==> src/rtl/present_round_ctrl_if.sv <==
// Bus bundle between present_round_ctrl and its environment.
// Key width follows PRESENT_KEY128_EN (128 bits when defined, 80 otherwise).
interface present_round_ctrl_if;
`ifdef PRESENT_KEY128_EN
  localparam int KEY_W = 128;
`else
  localparam int KEY_W = 80;
`endif

  logic             start;
  logic [63:0]      pt;
  logic [KEY_W-1:0] key;
  logic [63:0]      sbox_a;
  logic [63:0]      sbox_y;
  logic [63:0]      rkey;
  logic             busy;
  logic             done;
  logic [63:0]      y;

  modport master (
    output start, pt, key, sbox_y,
    input  sbox_a, rkey, busy, done, y
  );

  modport slave (
    input  start, pt, key, sbox_y,
    output sbox_a, rkey, busy, done, y
  );
endinterface

==> src/rtl/present_round_ctrl.sv <==
// Iterative PRESENT round controller and key schedule feeding an external sboxlayer.
// Define PRESENT_KEY128_EN for the 128-bit key variant; default is the 80-bit key.
module present_round_ctrl #(
  parameter int ROUNDS = 31
) (
  input logic           clk,
  input logic           rst_n,
  present_round_ctrl_if.slave bus
);

`ifdef PRESENT_KEY128_EN
  localparam int KEY_W = 128;
  localparam int N_SB  = 2;
  localparam int RC_LO = 62;
`else
  localparam int KEY_W = 80;
  localparam int N_SB  = 1;
  localparam int RC_LO = 15;
`endif
  localparam logic [4:0] LAST_ROUND = 5'(ROUNDS);

  typedef enum logic [1:0] {IDLE, RUN, OUT} fsm_t;

  fsm_t             fsm_reg, fsm_next;
  logic [63:0]      state_reg, state_next;
  logic [KEY_W-1:0] key_reg, key_next;
  logic [4:0]       round_reg, round_next;
  logic             busy_reg, busy_next;
  logic             done_reg, done_next;
  logic [63:0]      y_reg, y_next;

  logic [KEY_W-1:0] key_rot;
  logic [KEY_W-1:0] key_upd;
  logic [4*N_SB-1:0] sb_out;
  logic [63:0]      rkey;
  logic [63:0]      sbox_a;

  assign rkey   = key_reg[KEY_W-1 -: 64];
  assign sbox_a = state_reg ^ rkey;

  assign key_rot = {key_reg[KEY_W-62:0], key_reg[KEY_W-1:KEY_W-61]};

  // Top nibble(s) of the rotated key go through the 4-bit S-box, MSB nibble first.
  genvar gi;
  generate
    for (gi = 0; gi < N_SB; gi++) begin : g_key_sbox
      sboxkeylayer u_sbox (
        .a (key_rot[KEY_W-1-4*gi -: 4]),
        .y (sb_out[4*(N_SB-1-gi) +: 4])
      );
    end
  endgenerate

  always_comb begin
    key_upd                       = key_rot;
    key_upd[KEY_W-1 -: 4*N_SB]    = sb_out;
    key_upd[RC_LO+4:RC_LO]        = key_rot[RC_LO+4:RC_LO] ^ round_reg;
  end

  always_comb begin
    fsm_next   = fsm_reg;
    state_next = state_reg;
    key_next   = key_reg;
    round_next = round_reg;
    busy_next  = (fsm_reg != IDLE);
    done_next  = 1'b0;
    y_next     = y_reg;
    case (fsm_reg)
      IDLE: begin
        if (bus.start) begin
          state_next = bus.pt;
          key_next   = bus.key;
          round_next = 5'd1;
          busy_next  = 1'b1;
          fsm_next   = RUN;
        end
      end
      RUN: begin
        state_next = bus.sbox_y;
        key_next   = key_upd;
        if (round_reg == LAST_ROUND) begin
          round_next = 5'd0;
          fsm_next   = OUT;
        end else begin
          round_next = round_reg + 5'd1;
        end
      end
      OUT: begin
        y_next    = sbox_a;
        done_next = 1'b1;
        fsm_next  = IDLE;
      end
      default: fsm_next = IDLE;
    endcase
  end

  always_ff @(posedge clk) begin
    if (!rst_n) begin
      fsm_reg   <= IDLE;
      state_reg <= '0;
      key_reg   <= '0;
      round_reg <= '0;
      busy_reg  <= 1'b0;
      done_reg  <= 1'b0;
      y_reg     <= '0;
    end else begin
      fsm_reg   <= fsm_next;
      state_reg <= state_next;
      key_reg   <= key_next;
      round_reg <= round_next;
      busy_reg  <= busy_next;
      done_reg  <= done_next;
      y_reg     <= y_next;
    end
  end

  assign bus.sbox_a = sbox_a;
  assign bus.rkey   = rkey;
  assign bus.busy   = busy_reg;
  assign bus.done   = done_reg;
  assign bus.y      = y_reg;

endmodule

// 4-bit PRESENT S-box used by the key schedule.
module sboxkeylayer (
  input  logic [3:0] a,
  output logic [3:0] y
);
  always_comb begin
    case (a)
      4'h0: y = 4'hC;  4'h1: y = 4'h5;  4'h2: y = 4'h6;  4'h3: y = 4'hB;
      4'h4: y = 4'h9;  4'h5: y = 4'h0;  4'h6: y = 4'hA;  4'h7: y = 4'hD;
      4'h8: y = 4'h3;  4'h9: y = 4'hE;  4'hA: y = 4'hF;  4'hB: y = 4'h8;
      4'hC: y = 4'h4;  4'hD: y = 4'h7;  4'hE: y = 4'h1;  default: y = 4'h2;
    endcase
  end
endmodule

==> src/flat_wrapper.sv <==
// flat-port wrapper written by rule: the top's interface ports become plain ports
module present_round_ctrl_flat 
#(
  parameter int ROUNDS = 31
)
  (clk, rst_n, bus_start, bus_pt, bus_key, bus_sbox_y, bus_sbox_a, bus_rkey, bus_busy, bus_done, bus_y);
  present_round_ctrl_if bus_i ();
  input logic clk;
  input logic rst_n;
  input wire logic [$bits(bus_i.start)-1:0] bus_start;
  input wire logic [$bits(bus_i.pt)-1:0] bus_pt;
  input wire logic [$bits(bus_i.key)-1:0] bus_key;
  input wire logic [$bits(bus_i.sbox_y)-1:0] bus_sbox_y;
  output wire logic [$bits(bus_i.sbox_a)-1:0] bus_sbox_a;
  output wire logic [$bits(bus_i.rkey)-1:0] bus_rkey;
  output wire logic [$bits(bus_i.busy)-1:0] bus_busy;
  output wire logic [$bits(bus_i.done)-1:0] bus_done;
  output wire logic [$bits(bus_i.y)-1:0] bus_y;
  assign bus_i.start = bus_start;
  assign bus_i.pt = bus_pt;
  assign bus_i.key = bus_key;
  assign bus_i.sbox_y = bus_sbox_y;
  assign bus_sbox_a = bus_i.sbox_a;
  assign bus_rkey = bus_i.rkey;
  assign bus_busy = bus_i.busy;
  assign bus_done = bus_i.done;
  assign bus_y = bus_i.y;
  present_round_ctrl #(.ROUNDS(ROUNDS)) u_core (.clk(clk), .rst_n(rst_n), .bus(bus_i));
endmodule
==> config.mk <==
export PLATFORM = sky130hd
export DESIGN_NAME = present_round_ctrl_flat
export DESIGN_NICKNAME = d
export VERILOG_FILES = /design/src/rtl/present_round_ctrl_if.sv /design/src/rtl/present_round_ctrl.sv /design/src/flat_wrapper.sv
export SDC_FILE = /design/constraint.sdc
export NUM_CORES = 1
export LEC_CHECK = 0
export ABC_AREA = 1
export BUFFER_PORTS_ARGS = -buffer_cell sky130_fd_sc_hd__clkbuf_2
export CORE_UTILIZATION = 25
export DETAILED_ROUTE_END_ITERATION = 7
export GPL_ROUTABILITY_DRIVEN = 0
export PLACE_DENSITY = 0.44
export SYNTH_ARGS = -nofsm -noshare
export SYNTH_HDL_FRONTEND = slang
export SYNTH_SLANG_ARGS = --single-unit
==> constraint.sdc <==
create_clock -name clk -period 4.15 [get_ports clk]
set_clock_uncertainty 0.05 [all_clocks]
set_input_delay 0.2075 -clock clk [delete_from_list [all_inputs] [get_ports clk]]
set_output_delay 0.2075 -clock clk [all_outputs]
set_load 0.01 [all_outputs]
* Yosys cells after proc, flatten, opt, wreduce, memory -nomap -nowiden
Memory sizes are Yosys's and may differ from the RTL's. A register that Yosys moved wholly into a read port is not among the register bits.
Cells that the tools add are included.
** Storage, ports and cells
- Latch bits :: 0
- Input port bits :: 211
- Memories kept :: 1
- Bits in registers :: 217
- Word-level logic and storage cells :: 36
- Output and inout port bits :: 194
- Memory bits (writable) :: 0
- Memory bits (read-only) :: 64
** Memory list
- (name not given) :: words 16, width 4, rd ports 1, clocked after Yosys merged registers in 1, write ports 0, line present_round_ctrl.sv:131 : case (a)
** Cells by class
- Equality and inequality tests :: 5
- Bitwise operators :: 2
- Div/mod/pow operators :: 0
- Order comparisons :: 0
- Multiplexer cells :: 15
- Multipliers :: 0
- Reduce and logical (&&, ||, !) cells :: 5
- Shifts and indexed selects :: 0
- Add/subtract/negate cells :: 1
** Operator list (count)
- $pmux W80 S2 :: 1
- $pmux W64 S2 :: 1
- $mux W80 :: 1
- $mux W64 :: 1
- $xor A64 B64 Y64 :: 1
- $mux W5 :: 2
- $pmux W5 S2 :: 1
- $mux W4 :: 2
- $add A5 B1 Y5 const B :: 1
- $eq A5 B5 Y1 const B :: 1
- $xor A5 B5 Y5 :: 1
- $mux W2 :: 2
- $pmux W2 S2 :: 1
- $reduce_and A2 Y1 :: 2
- $reduce_bool A2 Y1 :: 2
- $mux W1 :: 3
- $eq A2 B1 Y1 const B :: 1
- $eq A2 B2 Y1 const B :: 1
- $logic_not A2 Y1 :: 1
- $ne A2 B1 Y1 const B :: 1
- $ne A2 B2 Y1 const B :: 1

* Depth between registers and ports, before layout
Gate-level depths: netlist of the first run.
- Word-level depth :: 5
- Gate-level depth with buffers :: 14
- Gate-level depth less buffers :: 13

* Hierarchy
From an unflattened synthesis of the first run, not the netlist that was laid out.
** Unflattened totals
- Cell total of the unflattened synthesis :: 1609
- Area total of the unflattened synthesis :: 11200.7 µm²
** Modules (own cells, without submodules)
- present_round_ctrl :: instances 1, cells an instance 1568, seq. area each 4344.2 µm², area an instance 10979.3 µm²
- sboxkeylayer :: instances 1, cells an instance 41, seq. area each 0.0 µm², area an instance 221.5 µm²

* Worst setup path before layout of the first run
OpenSTA, ideal clock, no wires.
- Path type :: flip-flop to flip-flop
- Start :: register u_core.fsm_reg[0]
- End :: register u_core.g_key_sbox[0].u_sbox.y[0] (netlist name)
- Library setup time :: 0.058 ns
- Required time :: 4.042 ns
- Cell stages (with the launch flop) :: 14
- Buffers on the path :: 2
- Arrival :: 1.741 ns
- Setup slack :: 2.301 ns
- Clock period less this slack :: 1.849 ns
- Cell sequence :: dfxtp_1 -> buf_4 -> o21ai_2 -> buf_2 -> nor2_1 -> nand2_1 -> nand2_1 -> nand2_1 -> inv_1 -> ha_1 -> nand3b_1 -> nand2_1 -> nand2_1 -> nand2_1
** On the way
- Cells in the longest elaborated chain, start to end :: 5
- Elaborated cells on any way between the ends :: 8
- Classes of those cells :: 2 x eq/ne; 3 x mux; 3 x reduce/logical
** Ends and longest elaborated chain
- start: declaration :: line present_round_ctrl.sv:24 : fsm_t fsm_reg, fsm_next;
- start signal: assignment :: line present_round_ctrl.sv:107 : fsm_reg <= fsm_next;
- $eq A2 B1 Y1 or $logic_not A2 Y1 (tied branches) :: line present_round_ctrl.sv:68 : case (fsm_reg)
- $reduce_bool A2 Y1 (no source line) or $ne A2 B2 Y1 (tied branches)
- $reduce_and A2 Y1 (no source line)
- $mux W4 (no source line) * (2 in series)
Every way passes the cells marked *; elsewhere a longest branch is shown, timed or not.
A chain may end at the register's enable or synchronous reset.

* Final worst setup path of the first run
- Start :: register u_core.fsm_reg[0]
- End :: register u_core.state_reg[55]
** On the way
- Cells in the longest elaborated chain, start to end :: 3
- Elaborated cells on any way between the ends :: 6
- Classes of those cells :: 2 x eq/ne; 1 x mux; 3 x reduce/logical
** Ends and longest elaborated chain
- $eq A2 B1 Y1 or $logic_not A2 Y1 (tied branches) :: line present_round_ctrl.sv:68
- $reduce_bool A2 Y1 (no source line) or $ne A2 B2 Y1 (tied branches)
- $reduce_and A2 Y1 (no source line)
- end signal: assignment :: line present_round_ctrl.sv:108 : state_reg <= state_next;
- end: declaration :: line present_round_ctrl.sv:25 : logic [63:0] state_reg, state_next;
Several ways; a longest one is shown, not always the timed one.

==> results of run 1 <==
## metal layers
layer  vias up  routed length (um)
met3        55                2000
li1       5414                   -
met4         0                 812
met1      5199               20400
met5         -                   0
met2       346               21500
## worst max-delay path by stage
stage | slack [ps] | to
3_5_place_dp | 1500 | u_core.g_key_sbox[0].u_sbox.y[1]
4_1_cts | 1120 | u_core.state_reg[55]
2_1_floorplan | 2300 | u_core.g_key_sbox[0].u_sbox.y[0]
3_3_place_gp | 1530 | u_core.g_key_sbox[0].u_sbox.y[2]
5_1_grt | 790 | u_core.state_reg[55]
6_report | 1000 | u_core.state_reg[55]
## worst min-delay path, cell delays in order
cell      delay (ps)
clkbuf_2         100
o21ai_1          110
a21oi_2          250
## area by class of cell
type                       count  area [um2]  area share [%]
clock buffer                  42         802            5.42
clock inverter                 3        15.0           0.101
inverter                      25         103           0.693
multi-input combinational    917        4620            31.2
sequential                   221        4430            29.9
tap                          525         657            4.44
timing repair buffer         618        4170            28.2
## layout by cell type (no fill, tap or decap), types with 3 or more instances in the layout
cell type / instances
a21oi_1: 70
a31oi_1: 139
buf_4: 7
clkbuf_1: 8
clkbuf_16: 27
clkbuf_2: 403
clkbuf_8: 7
clkinv_2: 4
dfxtp_1: 220
dlygate4sd3_1: 206
ha_1: 7
inv_1: 20
inv_2: 3
nand2_1: 316
nand3_1: 15
nor2_1: 77
nor3_1: 71
o21ai_0: 68
o21ai_1: 75
xor2_1: 65
## metrics by stage
step / cell area (um2) / instances / hold slack [ps]
2_1_floorplan: 10100 / 1335 / 277
3_3_place_gp: 11900 / 2100 / 409
3_5_place_dp: 11900 / 2100 / 412
4_1_cts: 14800 / 2351 / 126
5_1_grt: 14800 / 2351 / 142
6_report: 14800 / 2351 / 155
## power by group through the flow
stage	sequential, mW	clock (mW)	combinational (mW)
after floorplan	2.41	0	0.665
after global placement	2.53	0	0.998
after detailed placement	2.53	0	1.00
after CTS	2.48	2.32	1.20
after global routing	2.49	2.42	1.31
final	2.47	2.24	1.19
## kinds of logic (layout without fill, tap and decap cells)
family / count (synthesis) / after routing
AO/OA/AOI/OAI: 360 / 360
buffers and inverters: 197 / 688
flip-flops: 221 / 221
AND/OR/NAND/NOR: 485 / 485
adder cells (fa/ha/maj): 7 / 7
XOR/XNOR: 65 / 65
## timing repair
item,CTS,global route
hold buffers,206,0
setup endpoints to repair,0,0
hold endpoints to repair,143,0
==> summary.md, run 1 <==
| Metric | Value |
|---|---|
| First-pass GRT wire length | 66.1 mm |
| Synth Instances | 1335 |
| CP max FO | 93 |
| Fin crit period | 3150 ps |
| Synthesized area per cell | 7.54 um2 |
| Starting DRT DRC Count | 632 |
| Post-synth EDFFs | 0 |
| Final setup margin | 1000 ps |
| Rel. slew slack | 34.8% |
| Clock Pin Slew Worst Setup and Hold Paths | 60 ps |
| P_sw | 1.80 mW |
| Initial cell density of the core | 25.3% |
| DP HPWL | 29.8 mm |
| Largest family of logic cells by synthesized area | compound AO/OA/AOI/OAI gates |
| Count of input and output buffers | 404 |
| R2R setup slack | 1000 ps |
| Hold path cells | 3 |
| Area fraction in compound gates after synthesis | 19.8% |
| Final TNS setup | 0 ps |
| FILL cells | 4250 |
| Pre-antenna DRT Iters | 5 |
| Layout cells sized above 1 | 25.4% |
| Cell depth of the worst setup path | 6 |
| CTS tree | built |
| Die Ht | 203 um |
| Tightest Pin Transition | 978 ps |
| Yosys cell types | 26 |
| Cell-by-cell listing of the critical path | o21ai_2 > inv_8 > buf_4 > o21ai_1 > a31oi_1 > dlygate4sd3_1 |
| Largest cells by area after synthesis | dfxtp_1, nand2_1, a31oi_1, xor2_1, buf_4 |
| Tot GR Track Use | 21.0% |
| P per Cell Area | 399 nW/um2 |
| Sw Ratio | 30.5% |
| Synth Area in XOR/XNOR | 5.65% |
| Fin crit share | 75.9% |
| Reg power frac | 41.8% |
| GRT met1 Usage | 27.7% |
| Clock group share of total power | 38.0% |
| Crit path kind | flip-flop to flip-flop |
| RR Startpoint | u_core.fsm_reg[0] |
| Met3 Usage GRT | 2.91% |
| Max FFs per register | 80 |
| Largest net degree at the start of global routing | 142 |
| Flops & latches, synth | 221 |
| Ys Warns | 0 |
| Pleak | 6.86 nW |
| Most frequent cell after synthesis | nand2_1 |
| Overall power | 5.91 mW |
| Setup crit start | u_core.fsm_reg[0] |
| Mapped cell area | 10100 um2 |
| Post-cts repair resize count | 0 |
| Reg-to-reg endpoint | u_core.state_reg[55] |
| Yosys top cell area share | 43.9% |
| Top Usage Layer GRT | met2 |
| Antenna cell count | 0 |
| Post-CTS Setup Inserts | 0 |
| Initial antenna violation count | 0 |
| Syn Nets | 1553 |
| Drt via density | 4.68 |
| Hold Crit Class | input pin to flip-flop |
| Synth-to-layout area growth | 47.0% |
| Critical Path Start Type | flip-flop |
| Die area | 41100 um2 |
| CP required | 4580 ps |
| Synth Area in Simple Gates | 19.3% |
| Internal power | 4.11 mW |
| WHS Endpoint | u_core.key_reg[18] |
| Routed Antenna Nets | 0 |
| Max-cap viol count | 0 |
| Peak Freq | 0.318 GHz |
| GR Util met2 | 35.9% |
| Vias post-DR | 11000 |
| CORE AREA | 39700 um2 |
| Worst R2R Path Depth | 6 |
| CTS Root Cell | clkbuf_16 |
| Final Max Tran Viols | 0 |
| Clock buffer depth | 3 |
| H-tree Lvls | 1 |
| Synth area leader | dfxtp_1 |
| Slowest CP cell | buf_4 |
| Worst skew pair latency | 540 ps |
| Adder-cell share of the synthesized area | 0.870% |
| Top_reg_cell synth | dfxtp_1 |
| DRC Markers | 0 |
| FFs w/ async S/R, synth | 0% |
| Vias in the first global route | 10900 |
| Largest delay share family, worst path | buffers and inverters |
| Finish-stage setup viols | 0 |
| RSZ-0062 raised after global routing | no |
| Total Wirelength | 44.7 mm |
| Outcome | completed |
| Synth top cells by count | nand2_1, dfxtp_1, a31oi_1 |
| Sequential fraction of the synthesis area | 43.9% |
| Nets | 2028 |
| Hold path startpoint | bus_key[18] |
| Combinational share of power | 20.2% |
| I/O pin count | 405 |
| Hold Vio Cnt, Final | 0 |
| Std cell rows | 73 |
| Max IR drop VDD | 0.235 mV |
| Crit path buffers/inverters | 3 |
| Finished Core Util | 37.2% |
| Drt wl/cell | 19.0 um |
| TritonCTS buffer count | 27 |
| Total grt overflow | 0 |
| Crit path capture type | flip-flop |
| Dpl ws | 1500 ps |
| Mux contribution to synthesized area | 0% |
| Clk sink count | 221 |
| Die width | 203 um |
| CP arrival | 3580 ps |
| Critical Path Max Stage Delay | 730 ps |
No activity file was read; power rests on OpenSTA's default activity.
==> inputs of run 2 (changes only) <==
--- a/config.mk
+++ b/config.mk
@@ -10,7 +10,7 @@
 export CORE_UTILIZATION = 25
 export DETAILED_ROUTE_END_ITERATION = 7
 export GPL_ROUTABILITY_DRIVEN = 0
-export PLACE_DENSITY = 0.44
+export PLACE_DENSITY = 0.46
 export SYNTH_ARGS = -nofsm -noshare
 export SYNTH_HDL_FRONTEND = slang
 export SYNTH_SLANG_ARGS = --single-unit
==> constraint.sdc (replaced) <==
create_clock -name clk -period 2.8 [get_ports clk]
set_clock_uncertainty 0.05 [all_clocks]
set_input_delay 0.14 -clock clk [delete_from_list [all_inputs] [get_ports clk]]
set_output_delay 0.14 -clock clk [all_outputs]
set_load 0.01 [all_outputs]
==> summary.md, run 2 (synthesis results as in run 1) <==
| Metric | Value |
|---|---|
| Post-Layout Cell Count | 2375 (+1.0%) |
| Die width | 203 um (unchanged) |
| Met2 routed WL | 21.8 mm (+1.5%) |
| Dpl ws | 538 ps (-963 ps) |
| Critical Path Start Type | flip-flop |
| H-tree Lvls | 1 (unchanged) |
| Initial cell density of the core | 25.3% (unchanged) |
| Drt via density | 4.72 (+0.76%) |
| Finished Core Util | 38.1% (+0.81 points) |
| Worst R2R Path Depth | 7 (+1) |
| Tot GR Track Use | 21.3% (+0.27 points) |
| TritonCTS buffer count | 28 (+3.7%) |
| DP HPWL | 30.1 mm (+1.2%) |
| Clock Pin Slew Worst Setup and Hold Paths | 60 ps (about the same) |
| Largest net degree at the start of global routing | 204 (+44%) |
| Slowest CP cell | dlygate4sd3_1 |
| Pleak | 7.02 nW (+2.4%) |
| Total grt overflow | 0 (unchanged) |
| Final TNS setup | 0 ps (unchanged) |
| Finish-stage setup viols | 0 (unchanged) |
| Drt wl/cell | 19.3 um (+1.8%) |
| Hold Crit Class | input pin to flip-flop |
| CORE AREA | 39700 um2 (unchanged) |
| Commonest non-fill, non-tap cells in the layout | clkbuf_2, nand2_1, dfxtp_1, dlygate4sd3_1, a31oi_1 |
| Total Wirelength | 45.9 mm (+2.8%) |
| Crit path kind | flip-flop to flip-flop |
| Critical Path Max Stage Delay | 590 ps (-140 ps) |
| Placed Area | 12000 um2 (+0.94%) |
| Cell depth of the worst setup path | 7 (+1) |
| Max IR drop VDD | 0.400 mV (+70%) |
| Commonest non-fill, non-tap cell in the layout | clkbuf_2 |
| First-pass GRT wire length | 66.4 mm (+0.55%) |
| Fin crit period | 2540 ps (-606 ps) |
| Post-route met1 wirelength | 20.7 mm (+1.7%) |
| Peak Freq | 0.393 GHz (+24%) |
| Inst Count DP | 2111 (+0.52%) |
| Die area | 41100 um2 (unchanged) |
| Vias post-DR | 11200 (+1.8%) |
| CTS Root Cell | clkbuf_16 |
| Nets | 2046 (+0.89%) |
| Overall power | 9.23 mW (+56%) |
| Crit path buffers/inverters | 4 (+1) |
| Final setup margin | 257 ps (-744 ps) |
| Synth-to-layout area growth | 50.2% |
| CP max FO | 102 (+9.7%) |
| Initial antenna violation count | 1 (+1) |
| RSZ-0062 raised after global routing | no |
| Largest delay share family, worst path | buffers and inverters |
| CTS tree | built |
| Starting DRT DRC Count | 627 (-0.79%) |
| Post-route cell area | 15100 um2 (+2.2%) |
| Tightest Pin Transition | 927 ps (-51.0 ps) |
| Final Max Tran Viols | 0 (unchanged) |
| I/O pin count | 405 (unchanged) |
| Count of input and output buffers | 404 (unchanged) |
| Fin crit share | 90.8% (+15 points) |
| Layout cells sized above 1 | 26.0% (+0.67 points) |
| Hold Vio Cnt, Final | 0 (unchanged) |
| Outcome | completed |
| Crit path capture type | flip-flop |
| Vias in the first global route | 10700 (-1.2%) |
| Met3 wire length | 2.17 mm (+8.5%) |
| Max-cap viol count | 0 (unchanged) |
| CP required | 3190 ps (-1390 ps) |
| Std cell rows | 73 (unchanged) |
| Cell-by-cell listing of the critical path | o21ai_2 > inv_8 > buf_16 > buf_12 > o21ai_1 > a31oi_1 > dlygate4sd3_1 |
| Max FFs per register | 80 (unchanged) |
| Post-CTS Setup Inserts | 0 (unchanged) |
| Clock buffer depth | 3 (unchanged) |
| Routed Antenna Nets | 0 (unchanged) |
| P per Cell Area | 611 nW/um2 (+53%) |
| Worst skew pair latency | 560 ps (+20 ps) |
| Die Ht | 203 um (unchanged) |
| FILL cells | 4214 (-0.85%) |
| DRC Markers | 0 (unchanged) |
| Hold path cells | 7 (+4) |
| DR top layer | met4 |
| Clk sink count | 221 (unchanged) |
| CP arrival | 2930 ps (-650 ps) |
| Pre-antenna DRT Iters | 5 (unchanged) |
| Rel. slew slack | 38.2% (+3.4 points) |
| WHS | 126 ps (-29.0 ps) |
run 2: cell count changes in the layout (fill, tap and decap cells not counted), sizes merged:
cell         before  now
buf               9   20
bufinv            0    3
clkbuf          445  444
clkinv            4    7
clkinvlp          0    1
diode             0    2
dlygate4sd3     206  211
run 2: power by group:
group / switching [mW] / total (mW) / internal, mW
Sequential: 0.296 / 3.66 / 3.36
Combinational: 1.01 / 1.82 / 0.813
Clock: 1.49 / 3.75 / 2.27
run 2: path summary, 6_finish.rpt:
kind,from,endpoint,slack [ps]
worst max-delay path,u_core.fsm_reg[0],u_core.state_reg[53],260
worst min-delay path,bus_key[16],u_core.key_reg[16],130
worst max register to register,u_core.fsm_reg[0],u_core.state_reg[53],260
worst min register to register,u_core.g_key_sbox[0].u_sbox.y[0],u_core.key_reg[76],410
run 2: repair_timing:
item,4_1_cts,5_1_grt
hold buffers,211,0
endpoints found under the hold margin,145,0
gates resized for setup,0,1
endpoints found under the setup margin,0,17
run 2: per-layer routing:
layer / GRT usage, % / vias up
li1: - / 5477
met1: 27.8 / 5300
met2: 36.1 / 356
met3: 3.47 / 78
met4: 5.77 / 0
met5: 0 / -
run 2: layout make-up:
type,instances,area (um2),area share [%]
Timing Repair Buffer,635,4370,28.9
Clock buffer,40,807,5.34
Antenna cell,2,5.00,0.0331
Inverter,25,104,0.687
Clock inverter,10,131,0.869
Sequential cell,221,4430,29.3
Multi-Input combinational cell,917,4620,30.6
Tap cell,525,657,4.34
run 2: worst register-to-register path, cell delays in order, from the launching register on:
cell and delay, ps:
dfxtp_1 340, o21ai_2 570, inv_8 100, buf_16 240
buf_12 300, o21ai_1 190, a31oi_1 50, dlygate4sd3_1 590
